[src/rtl/bcd_time_counter_pkg.sv]
// Shared limits, FSM encoding and BCD helpers
// for the time-of-day counter.
package bcd_time_counter_pkg;

   localparam logic [7:0] SEC_MAX      = 8'h59;
   localparam logic [7:0] MIN_MAX      = 8'h59;
   localparam int         HOUR_MOD_DEF = 24;

   typedef enum logic {
      RUN   = 1'b0,
      APPLY = 1'b1
   } state_e;

   function automatic logic [7:0] to_bcd(input int v);
      return {4'(v / 10), 4'(v % 10)};
   endfunction

   function automatic logic bcd_ok(input logic [7:0] b);
      return (b[7:4] <= 4'd9) && (b[3:0] <= 4'd9);
   endfunction

endpackage

[src/rtl/bcd_mod_counter.sv]
// Two-digit BCD counter, 00..MOD-1, with load
// and a carry that fires on the wrap increment.
module bcd_mod_counter
   import bcd_time_counter_pkg::*;
#(
   parameter int MOD = 60
) (
   input  logic       clk_input,
   input  logic       rst_n,
   input  logic       inc,
   input  logic       load,
   input  logic [7:0] load_val,
   output logic [7:0] val,
   output logic       carry_out
);

   localparam logic [7:0] MAX = to_bcd(MOD - 1);

   logic [7:0] val_q, val_d;

   always_comb begin
      val_d     = val_q;
      carry_out = 1'b0;
      if (load) begin
         val_d = load_val;
      end else if (inc) begin
         if (val_q == MAX) begin
            val_d     = 8'h00;
            carry_out = 1'b1;
         end else if (val_q[3:0] == 4'd9) begin
            val_d = {val_q[7:4] + 4'd1, 4'd0};
         end else begin
            val_d = {val_q[7:4], val_q[3:0] + 4'd1};
         end
      end
   end

   always_ff @(posedge clk_input or negedge rst_n) begin
      if (!rst_n) val_q <= 8'h00;
      else        val_q <= val_d;
   end

   assign val = val_q;

endmodule

[src/rtl/bcd_time_counter.sv]
// Time-of-day core: synchronised 1 Hz tick, BCD
// hh:mm:ss chain and a handshaked time-set path.
module bcd_time_counter
   import bcd_time_counter_pkg::*;
#(
   parameter int HOUR_MOD    = HOUR_MOD_DEF,
   parameter int SYNC_STAGES = 2
) (
   input  logic       clk_input,
   input  logic       rst_n,
   input  logic       tick_in,
   input  logic       en,
   input  logic       set_valid,
   output logic       set_ready,
   input  logic [7:0] set_hour,
   input  logic [7:0] set_min,
   input  logic [7:0] set_sec,
   output logic       set_err,
   output logic [7:0] hour,
   output logic [7:0] min,
   output logic [7:0] sec,
   output logic       sec_pulse,
   output logic       day_wrap
);

   localparam logic [7:0] HOUR_LIM = to_bcd(HOUR_MOD);

   logic [SYNC_STAGES-1:0] sync_q, sync_d;
   logic                   edge_q, rise_d, rise_q;
   state_e                 state_q, state_d;
   logic                   ready_q;
   logic                   pending_q, pending_d;
   logic [7:0]             hr_q, hr_d, mn_q, mn_d, sc_q, sc_d;
   logic                   set_err_q, set_err_d;
   logic                   sec_pulse_q, day_wrap_q;
   logic                   accept, range_ok, inc, load;
   logic                   sec_c, min_c, hour_c;

   always_comb begin
      sync_d    = sync_q << 1;
      sync_d[0] = tick_in;
   end

   assign rise_d = sync_q[SYNC_STAGES-1] & ~edge_q;

   assign set_ready = ready_q & (state_q == RUN);
   assign accept    = set_valid & set_ready;

   assign range_ok = bcd_ok(hr_q) && bcd_ok(mn_q) && bcd_ok(sc_q)
                  && (sc_q <= SEC_MAX) && (mn_q <= MIN_MAX)
                  && (hr_q < HOUR_LIM);

   // Ticks arriving while a load is in flight are held in pending_q
   // and applied on the first RUN cycle, on top of the loaded time.
   always_comb begin
      state_d   = state_q;
      pending_d = pending_q;
      hr_d      = hr_q;
      mn_d      = mn_q;
      sc_d      = sc_q;
      set_err_d = 1'b0;
      inc       = 1'b0;
      load      = 1'b0;
      unique case (state_q)
         RUN: begin
            if (accept) begin
               state_d   = APPLY;
               hr_d      = set_hour;
               mn_d      = set_min;
               sc_d      = set_sec;
               pending_d = en & (pending_q | rise_q);
            end else begin
               inc       = en & (rise_q | pending_q);
               pending_d = en & rise_q & pending_q;
            end
         end
         APPLY: begin
            state_d   = RUN;
            pending_d = en & (pending_q | rise_q);
            load      = range_ok;
            set_err_d = ~range_ok;
         end
      endcase
   end

   always_ff @(posedge clk_input or negedge rst_n) begin
      if (!rst_n) begin
         sync_q      <= '0;
         edge_q      <= 1'b0;
         rise_q      <= 1'b0;
         state_q     <= RUN;
         ready_q     <= 1'b0;
         pending_q   <= 1'b0;
         hr_q        <= 8'h00;
         mn_q        <= 8'h00;
         sc_q        <= 8'h00;
         set_err_q   <= 1'b0;
         sec_pulse_q <= 1'b0;
         day_wrap_q  <= 1'b0;
      end else begin
         sync_q      <= sync_d;
         edge_q      <= sync_q[SYNC_STAGES-1];
         rise_q      <= rise_d;
         state_q     <= state_d;
         ready_q     <= 1'b1;
         pending_q   <= pending_d;
         hr_q        <= hr_d;
         mn_q        <= mn_d;
         sc_q        <= sc_d;
         set_err_q   <= set_err_d;
         sec_pulse_q <= inc;
         day_wrap_q  <= hour_c;
      end
   end

   bcd_mod_counter #(.MOD(60)) u_sec (
      .clk_input (clk_input),
      .rst_n     (rst_n),
      .inc       (inc),
      .load      (load),
      .load_val  (sc_q),
      .val       (sec),
      .carry_out (sec_c)
   );

   bcd_mod_counter #(.MOD(60)) u_min (
      .clk_input (clk_input),
      .rst_n     (rst_n),
      .inc       (sec_c),
      .load      (load),
      .load_val  (mn_q),
      .val       (min),
      .carry_out (min_c)
   );

   bcd_mod_counter #(.MOD(HOUR_MOD)) u_hour (
      .clk_input (clk_input),
      .rst_n     (rst_n),
      .inc       (min_c),
      .load      (load),
      .load_val  (hr_q),
      .val       (hour),
      .carry_out (hour_c)
   );

   assign set_err   = set_err_q;
   assign sec_pulse = sec_pulse_q;
   assign day_wrap  = day_wrap_q;

endmodule
[config.mk]
export PLATFORM = sky130hd
export DESIGN_NAME = bcd_time_counter
export DESIGN_NICKNAME = d
export VERILOG_FILES = /design/src/rtl/bcd_time_counter_pkg.sv /design/src/rtl/bcd_mod_counter.sv /design/src/rtl/bcd_time_counter.sv
export SDC_FILE = /design/constraint.sdc
export NUM_CORES = 1
export LEC_CHECK = 0
export BUFFER_PORTS_ARGS = -buffer_cell sky130_fd_sc_hd__buf_2
export CAP_MARGIN = 10
export CORE_MARGIN = 2
export CORE_UTILIZATION = 45
export DETAILED_ROUTE_END_ITERATION = 10
export GPL_ROUTABILITY_DRIVEN = 0
export PLACE_DENSITY = 0.74
export RECOVER_POWER = 50
export SYNTH_ARGS = -nofsm -noshare
export SYNTH_HDL_FRONTEND = slang
export SYNTH_HIERARCHICAL = 1
export SYNTH_SLANG_ARGS = --single-unit
[constraint.sdc]
create_clock -name clk_input -period 5.5 [get_ports clk_input]
set_clock_uncertainty 0.1 [all_clocks]
set_input_delay 0.55 -clock clk_input [delete_from_list [all_inputs] [get_ports clk_input]]
set_output_delay 0.55 -clock clk_input [all_outputs]
set_load 0.01 [all_outputs]
==> out/metrics.csv, run 1 <==
stage;metric;value;unit
cts;h-tree-depth;3;
die;ioPinCount;57;
routing;drtIter0Drc;154;
timing;slew_headroom;-105;%
routing;met3_length;306;um
die;row_count;30;
routing;drcViolationCount;0;
routing;ant_nets;0;
cts;clock_path_buffers;2;
pwr;pwr-share-seq;45.8;%
critical_path;cpPeakStageDelay;0.74;ns
timing;timing.setup.tns;0;ns
job;drv_cap;2;
layout;nFillCells;599;
routing;route.met2.wl;3220;um
die;die_h;86.7;um
cts;root_buffer;clkbuf_8;
cts;cts_buffers;9;
timing;rsz0062_at_grt;no;
synthesis;synth-edff-count;0;
global_routing;grt_overflow;0;
critical_path;path_buf_inv;0;
die;core_area;6720;um^2
die;start_util;45.8;%
pwr;pwr-share-clk;29.5;%
layout;area_growth_syn_to_layout;16.8;%
critical_path;cp_cell_sequence;and3b_1 > nor3_1 > and4b_1 > nand2_1 > nor2_1 > and4b_1 > nand2_1 > nor2_1 > and4b_1 > nand4_1 > a221o_1;
global_routing;grt_pass1_wl;11000;um
cts;path_clk_slew;0.07;ns
min_path;whs_path_depth;1;
synthesis;async_reset_ff_share;100;%
synthesis;synth_nets;309;
layout;nets;370;
global_routing;grt_usage;18.7;%
timing;setup_viol;0;
placement;dp_hpwl;4500;um
critical_path;critPathTopFamily;simple AND/OR/NAND/NOR gates;
cts;cts_setup_buffers;0;
layout;drive_gt1_share;28.7;%
cts;cts_tree;built;
routing;wirelength;6480;um
pwr;switching_share;32.7;%
routing;avgViaCountPerCell;5.62;
critical_path;critPathRequiredTime;5.61;ns
critical_path;worst-r2r-cell-count;11;
min_path;hp-class;input pin to flip-flop;
pwr;switchingPower;0.441;mW
cts;holdBufCountCts;0;
critical_path;arrival;4.18;ns
synthesis;synth-warning-count;6;
critical_path;rr_endpoint;u_hour/val[7]$_DFFE_PN0P_;
synthesis;synth_ff_type;dfrtp_1;
synthesis;ys_seq_area_share;47.2;%
global_routing;grt_max_degree;59;
global_routing;antenna_found_initial;0;
routing;dr.pass1.iters;4;
cts;cts_resized;0;
timing;fin_crit_sh;74.0;%
placement;portBuffers;56;
synthesis;syn_area;3080;um^2
global_routing;grt_pass1_vias;2282;
layout;final_common_cell;dfrtp_1;
layout;antenna_cells;0;
synthesis;syn-instance-count;268;
critical_path;end_kind;flip-flop;
critical_path;worst_path_most_repeated_cell;and4b_1;
critical_path;r2r_setup_slack;1.43;ns
min_path;min_to;sync_q[0]$_DFF_PN0_;
die;die-area;7520;um^2
synthesis;netlist-cell-type-count;53;
critical_path;r2r-start;state_q$_DFF_PN0_;
routing;wl_met1;2880;um
critical_path;critPathMaxFanout;11;
cts;clk_latency;0.33;ns
routing;wl_per_cell;15.7;um
timing;worst_pin_slew;3.08;ns
min_path;holdCritStartpoint;tick_in;
timing;fmax;0.246;GHz
layout;instances_no_fill;414;
pwr;power_frac_comb;24.7;%
timing;fin_crit;4.07;ns
pwr;ir_worst_vdd;0.141;mV
routing;num_vias;2326;
timing;hold_viol_final;0;
pwr;p_leak;1.63;nW
placement;placed_cells;398;
run_status;violations;capacitance limit, slew limit;
synthesis;synth_area_per_cell;11.5;um^2
routing;top_layer;met4;
critical_path;critPathLaunchType;flip-flop;
run_status;outcome;finished with violations;
pwr;powerDensity;375;nW/um^2
timing;drv_slew;86;
pwr;internal_power;0.907;mW
critical_path;crit_slowest_cell;nor3_1;
layout;final_cell_mix;58 x dfrtp_1, 49 x buf_2, 18 x a21oi_1;
die;dieWidth;86.7;um
cts;clock-sinks;58;
synthesis;ys_ff_latch;58;
critical_path;worstSetupPathType;flip-flop to flip-flop;
## state kept, by name (all words and copies together), names as in the netlist
name and cells:
u_min/val 8, mn_q 8, rise_q 1, hr_q 8
state_q 1, sec_pulse 1, set_err 1, sc_q 8
edge_q 1, day_wrap 1, u_sec/val 8, u_hour/val 8
ready_q 1, pending_q 1, sync_q 2
## cell families after synthesis
kind of cell | synth area share, %
adders and majority gates | 4.88
AOI/OAI and AO/OA | 14.8
muxes | 13.2
xor gates and xnor gates | 0.569
DFF | 47.2
other | 0.122
and+or+nand+nor | 15.2
buffers and inverters | 4.11
## synth_stat cells (all sizes together), types with 3 or more instances
cell type	instances	area (um^2)
a21oi	18	90.1
nand4	3	18.8
buf	6	66.3
dfrtp	58	1450
o31ai	4	30.0
clkbuf	3	11.3
nand3b	4	30.0
nand2	12	45.0
a21boi	5	37.5
mux2i	6	60.1
o22ai	4	25.0
nor3	7	35.0
a2111o	4	45.0
nor2b	10	62.6
mux2	25	345
nor2	4	15.0
nand3	6	30.0
o21ai	16	83.8
and3b	5	43.8
inv	13	48.8
and2b	3	23.8
and4b	5	50.1
ha	12	150
o21a	4	30.0
## stage by stage
stage                     setup WS [ns]  power (mW)  hold slack [ns]  utilization, %  instance area (um^2)
after detailed placement           1.31       0.960            0.241            50.7                  3410
after floorplan                    1.81       0.827            0.154               -                  3080
after CTS                          1.48        1.36            0.203            53.8                  3610
after global routing               1.03        1.44            0.196            53.5                  3600
final                              1.43        1.35            0.222            53.5                  3600
after global placement             1.50       0.946            0.236            50.7                  3410
## layer usage
layer / vias up / GRT usage (%)
li1: 1120 / -
met1: 1136 / 25.6
met2: 61 / 28.3
met3: 9 / 5.52
met4: 0 / 6.82
met5: - / 0
## worst register-to-register path, stage by stage (launching register included)
cell     delay, ns
dfrtp_1       0.43
and3b_1       0.22
nor3_1        0.74
and4b_1       0.38
nand2_1       0.07
nor2_1        0.37
and4b_1       0.34
nand2_1       0.07
nor2_1        0.42
and4b_1       0.38
nand4_1       0.13
a221o_1       0.30
## layout make-up
cell class              instances  area, um^2  area share [%]
clock buffers                  10         138            3.83
clock inverters                 6        66.3            1.84
inverters                      13        48.8            1.36
multi-input cells             188        1510            41.9
flip-flops and latches         58        1450            40.4
well taps                      80         100            2.78
repair buffers                 59         287            7.97
## how the worst max path moves through the flow
stage / slack (ns) / depth (start not counted) / endpoint / startpoint
2_1_floorplan: 1.81 / 13 / u_hour/val[7]$_DFFE_PN0P_ / set_valid
3_3_place_gp: 1.50 / 12 / u_hour/val[7]$_DFFE_PN0P_ / set_valid
3_5_place_dp: 1.31 / 12 / u_hour/val[7]$_DFFE_PN0P_ / set_valid
4_1_cts: 1.48 / 11 / u_hour/val[7]$_DFFE_PN0P_ / state_q$_DFF_PN0_
5_1_grt: 1.03 / 11 / u_hour/val[7]$_DFFE_PN0P_ / state_q$_DFF_PN0_
6_report: 1.43 / 11 / u_hour/val[7]$_DFFE_PN0P_ / state_q$_DFF_PN0_
## power groups by stage
stage          clock network [mW]  logic (mW)  registers, mW
2_1_floorplan                   0       0.205          0.622
3_3_place_gp                    0       0.324          0.622
3_5_place_dp                    0       0.336          0.624
4_1_cts                     0.407       0.338          0.617
5_1_grt                     0.425       0.376          0.637
6_report                    0.397       0.333          0.617
Note: power is estimated with default switching activity, not from simulation.
==> run 2: changes to the inputs <==
PLACE_DENSITY = 0.76   (was 0.74)
clock period = 3.6 ns   (was 5.5 ns; I/O delays follow)
==> run 2 against run 1 <==
  * The run still ends with capacitance limit, slew limit left
  * Die area unchanged
  * Utilization up 0.63 points
  * Combinational power rose by 53%
  * Worst setup slack got worse by 1.0 ns
  * Sequential cell count stayed put
  * Global-route usage up 0.49 points
  * First-iteration DRC count decreased by 31%
  * Critical path depth did not move
  * Largest power group unchanged
==> out/metrics.csv, run 2 (synthesis gave the netlist of run 1 again) <==
stage;metric;value;unit
run_status;outcome;finished with violations;
run_status;violations;capacitance limit, slew limit;
die;core_area;6720;um^2
layout;nets;373;
timing;fin_crit_sh;88.0;%
placement;placed_cells;401;
global_routing;grt_pass1_vias;2292;
pwr;ir_worst_vdd;0.276;mV
critical_path;arrival;3.29;ns
global_routing;grt_max_degree;37;
cts;clk_latency;0.33;ns
global_routing;grt_overflow;0;
layout;nFillCells;582;
routing;drtIter0Drc;107;
routing;wirelength;6810;um
placement;dp_hpwl;4720;um
die;ioPinCount;57;
cts;cts_setup_buffers;0;
cts;path_clk_slew;0.07;ns
routing;ant_nets;0;
die;die_h;86.7;um
timing;hold_viol_final;0;
cts;holdBufCountCts;0;
routing;drcViolationCount;0;
timing;worst_pin_slew;1.94;ns
timing;rsz0062_at_grt;no;
routing;avgViaCountPerCell;5.67;
cts;cts_tree;built;
die;row_count;30;
critical_path;critPathRequiredTime;3.72;ns
cts;clock_path_buffers;2;
placement;portBuffers;56;
critical_path;end_kind;flip-flop;
die;dieWidth;86.7;um
timing;setup_ws;0.432;ns
die;die-area;7520;um^2
routing;num_vias;2364;
routing;wl_per_cell;16.3;um
layout;antenna_cells;0;
pwr;p_leak;1.66;nW
layout;final_cell_mix;58 x dfrtp_1, 48 x buf_2, 18 x a21oi_1;
cts;h-tree-depth;3;
cts;cts_resized;0;
cts;cts_buffers;9;
pwr;powerDensity;591;nW/um^2
placement;place_ws;0.447;ns
global_routing;grt_usage;19.2;%
global_routing;antenna_found_initial;0;
timing;slew_headroom;-29.1;%
timing;fmax;0.316;GHz
global_routing;grt_pass1_wl;11300;um
min_path;hp-class;input pin to flip-flop;
critical_path;critPathLaunchType;flip-flop;
layout;fin_util;54.2;%
critical_path;worstSetupPathType;flip-flop to flip-flop;
routing;dr.pass1.iters;4;
layout;final_common_cell;dfrtp_1;
timing;timing.setup.tns;0;ns
cts;clock-sinks;58;
timing;setup_viol;0;
layout;area_growth_syn_to_layout;18.2;%
job;drv_cap;2;
layout;instances_no_fill;417;
die;start_util;45.8;%
cts;root_buffer;clkbuf_8;
layout;drive_gt1_share;28.5;%
critical_path;critPathMaxFanout;8;
timing;drv_slew;64;
timing;fin_crit;3.17;ns
timing;whs;0.0307;ns
run 2: cell count changes in the layout (fill, tap and decap cells not counted), sizes merged:
cell,before,now
clkbuf,19,23
clkinvlp,3,0
buf,50,51
bufinv,1,2
run 2: per-stage QoR:
| step | instance area, um^2 | power (mW) |
|---|---|---|
| final | 3640 | 2.15 |
| after detailed placement | 3430 | 1.47 |
| after floorplan | 3080 | 1.26 |
| after global routing | 3640 | 2.28 |
| after global placement | 3430 | 1.45 |
| after CTS | 3660 | 2.17 |
run 2: path summary, 6_finish.rpt:
| path | startpoint | to | slack, ns | cells after the start |
|---|---|---|---|---|
| min | tick_in | sync_q[0]$_DFF_PN0_ | 0.03 | 1 |
| min reg2reg | sync_q[0]$_DFF_PN0_ | sync_q[1]$_DFF_PN0_ | 0.26 | 0 |
| min in group asynchronous | rst_n | sc_q[0]$_DFFE_PN0P_ | 0.46 | 1 |
| max in group asynchronous | rst_n | u_hour/val[4]$_DFFE_PN0P_ | 0.95 | 2 |
| max | state_q$_DFF_PN0_ | u_hour/val[7]$_DFFE_PN0P_ | 0.43 | 11 |
| max reg2reg | state_q$_DFF_PN0_ | u_hour/val[7]$_DFFE_PN0P_ | 0.43 | 11 |
run 2: worst max-delay path, cell delays in order (launching register included):
cell and delay (ns):
dfrtp_1 0.42, and3b_1 0.21, nor3_1 0.28, and4b_1 0.31, nand2_1 0.07, nor2_1 0.12
and4b_1 0.28, nand2_1 0.07, nor2_1 0.42, and4b_1 0.36, nand4_1 0.12, a221o_1 0.30
run 2: metal layers:
metal	part of all wire (%)	routed length, um	GRT usage, %
met1	46	3150	25.8
met2	48	3270	30.4
met3	3.8	262	4.48
met4	1.8	121	7.10
met5	0	0	0
run 2: layout make-up:
cell class              instances  area [um^2]  area share [%]
multi-input cells             188         1510            41.4
flip-flops and latches         58         1450            39.9
repair buffers                 62          304            8.36
clock buffers                  12          155            4.26
well taps                      80          100            2.75
clock inverters                 4         73.8            2.03
inverters                      13         48.8            1.34
run 2: power breakdown:
group	leakage [nW]	total, mW	switching, mW	internal, mW
registers	0.693	0.948	0.165	0.783
logic	0.848	0.511	0.245	0.266
clock network	0.117	0.692	0.264	0.428
total	1.66	2.15	0.673	1.48
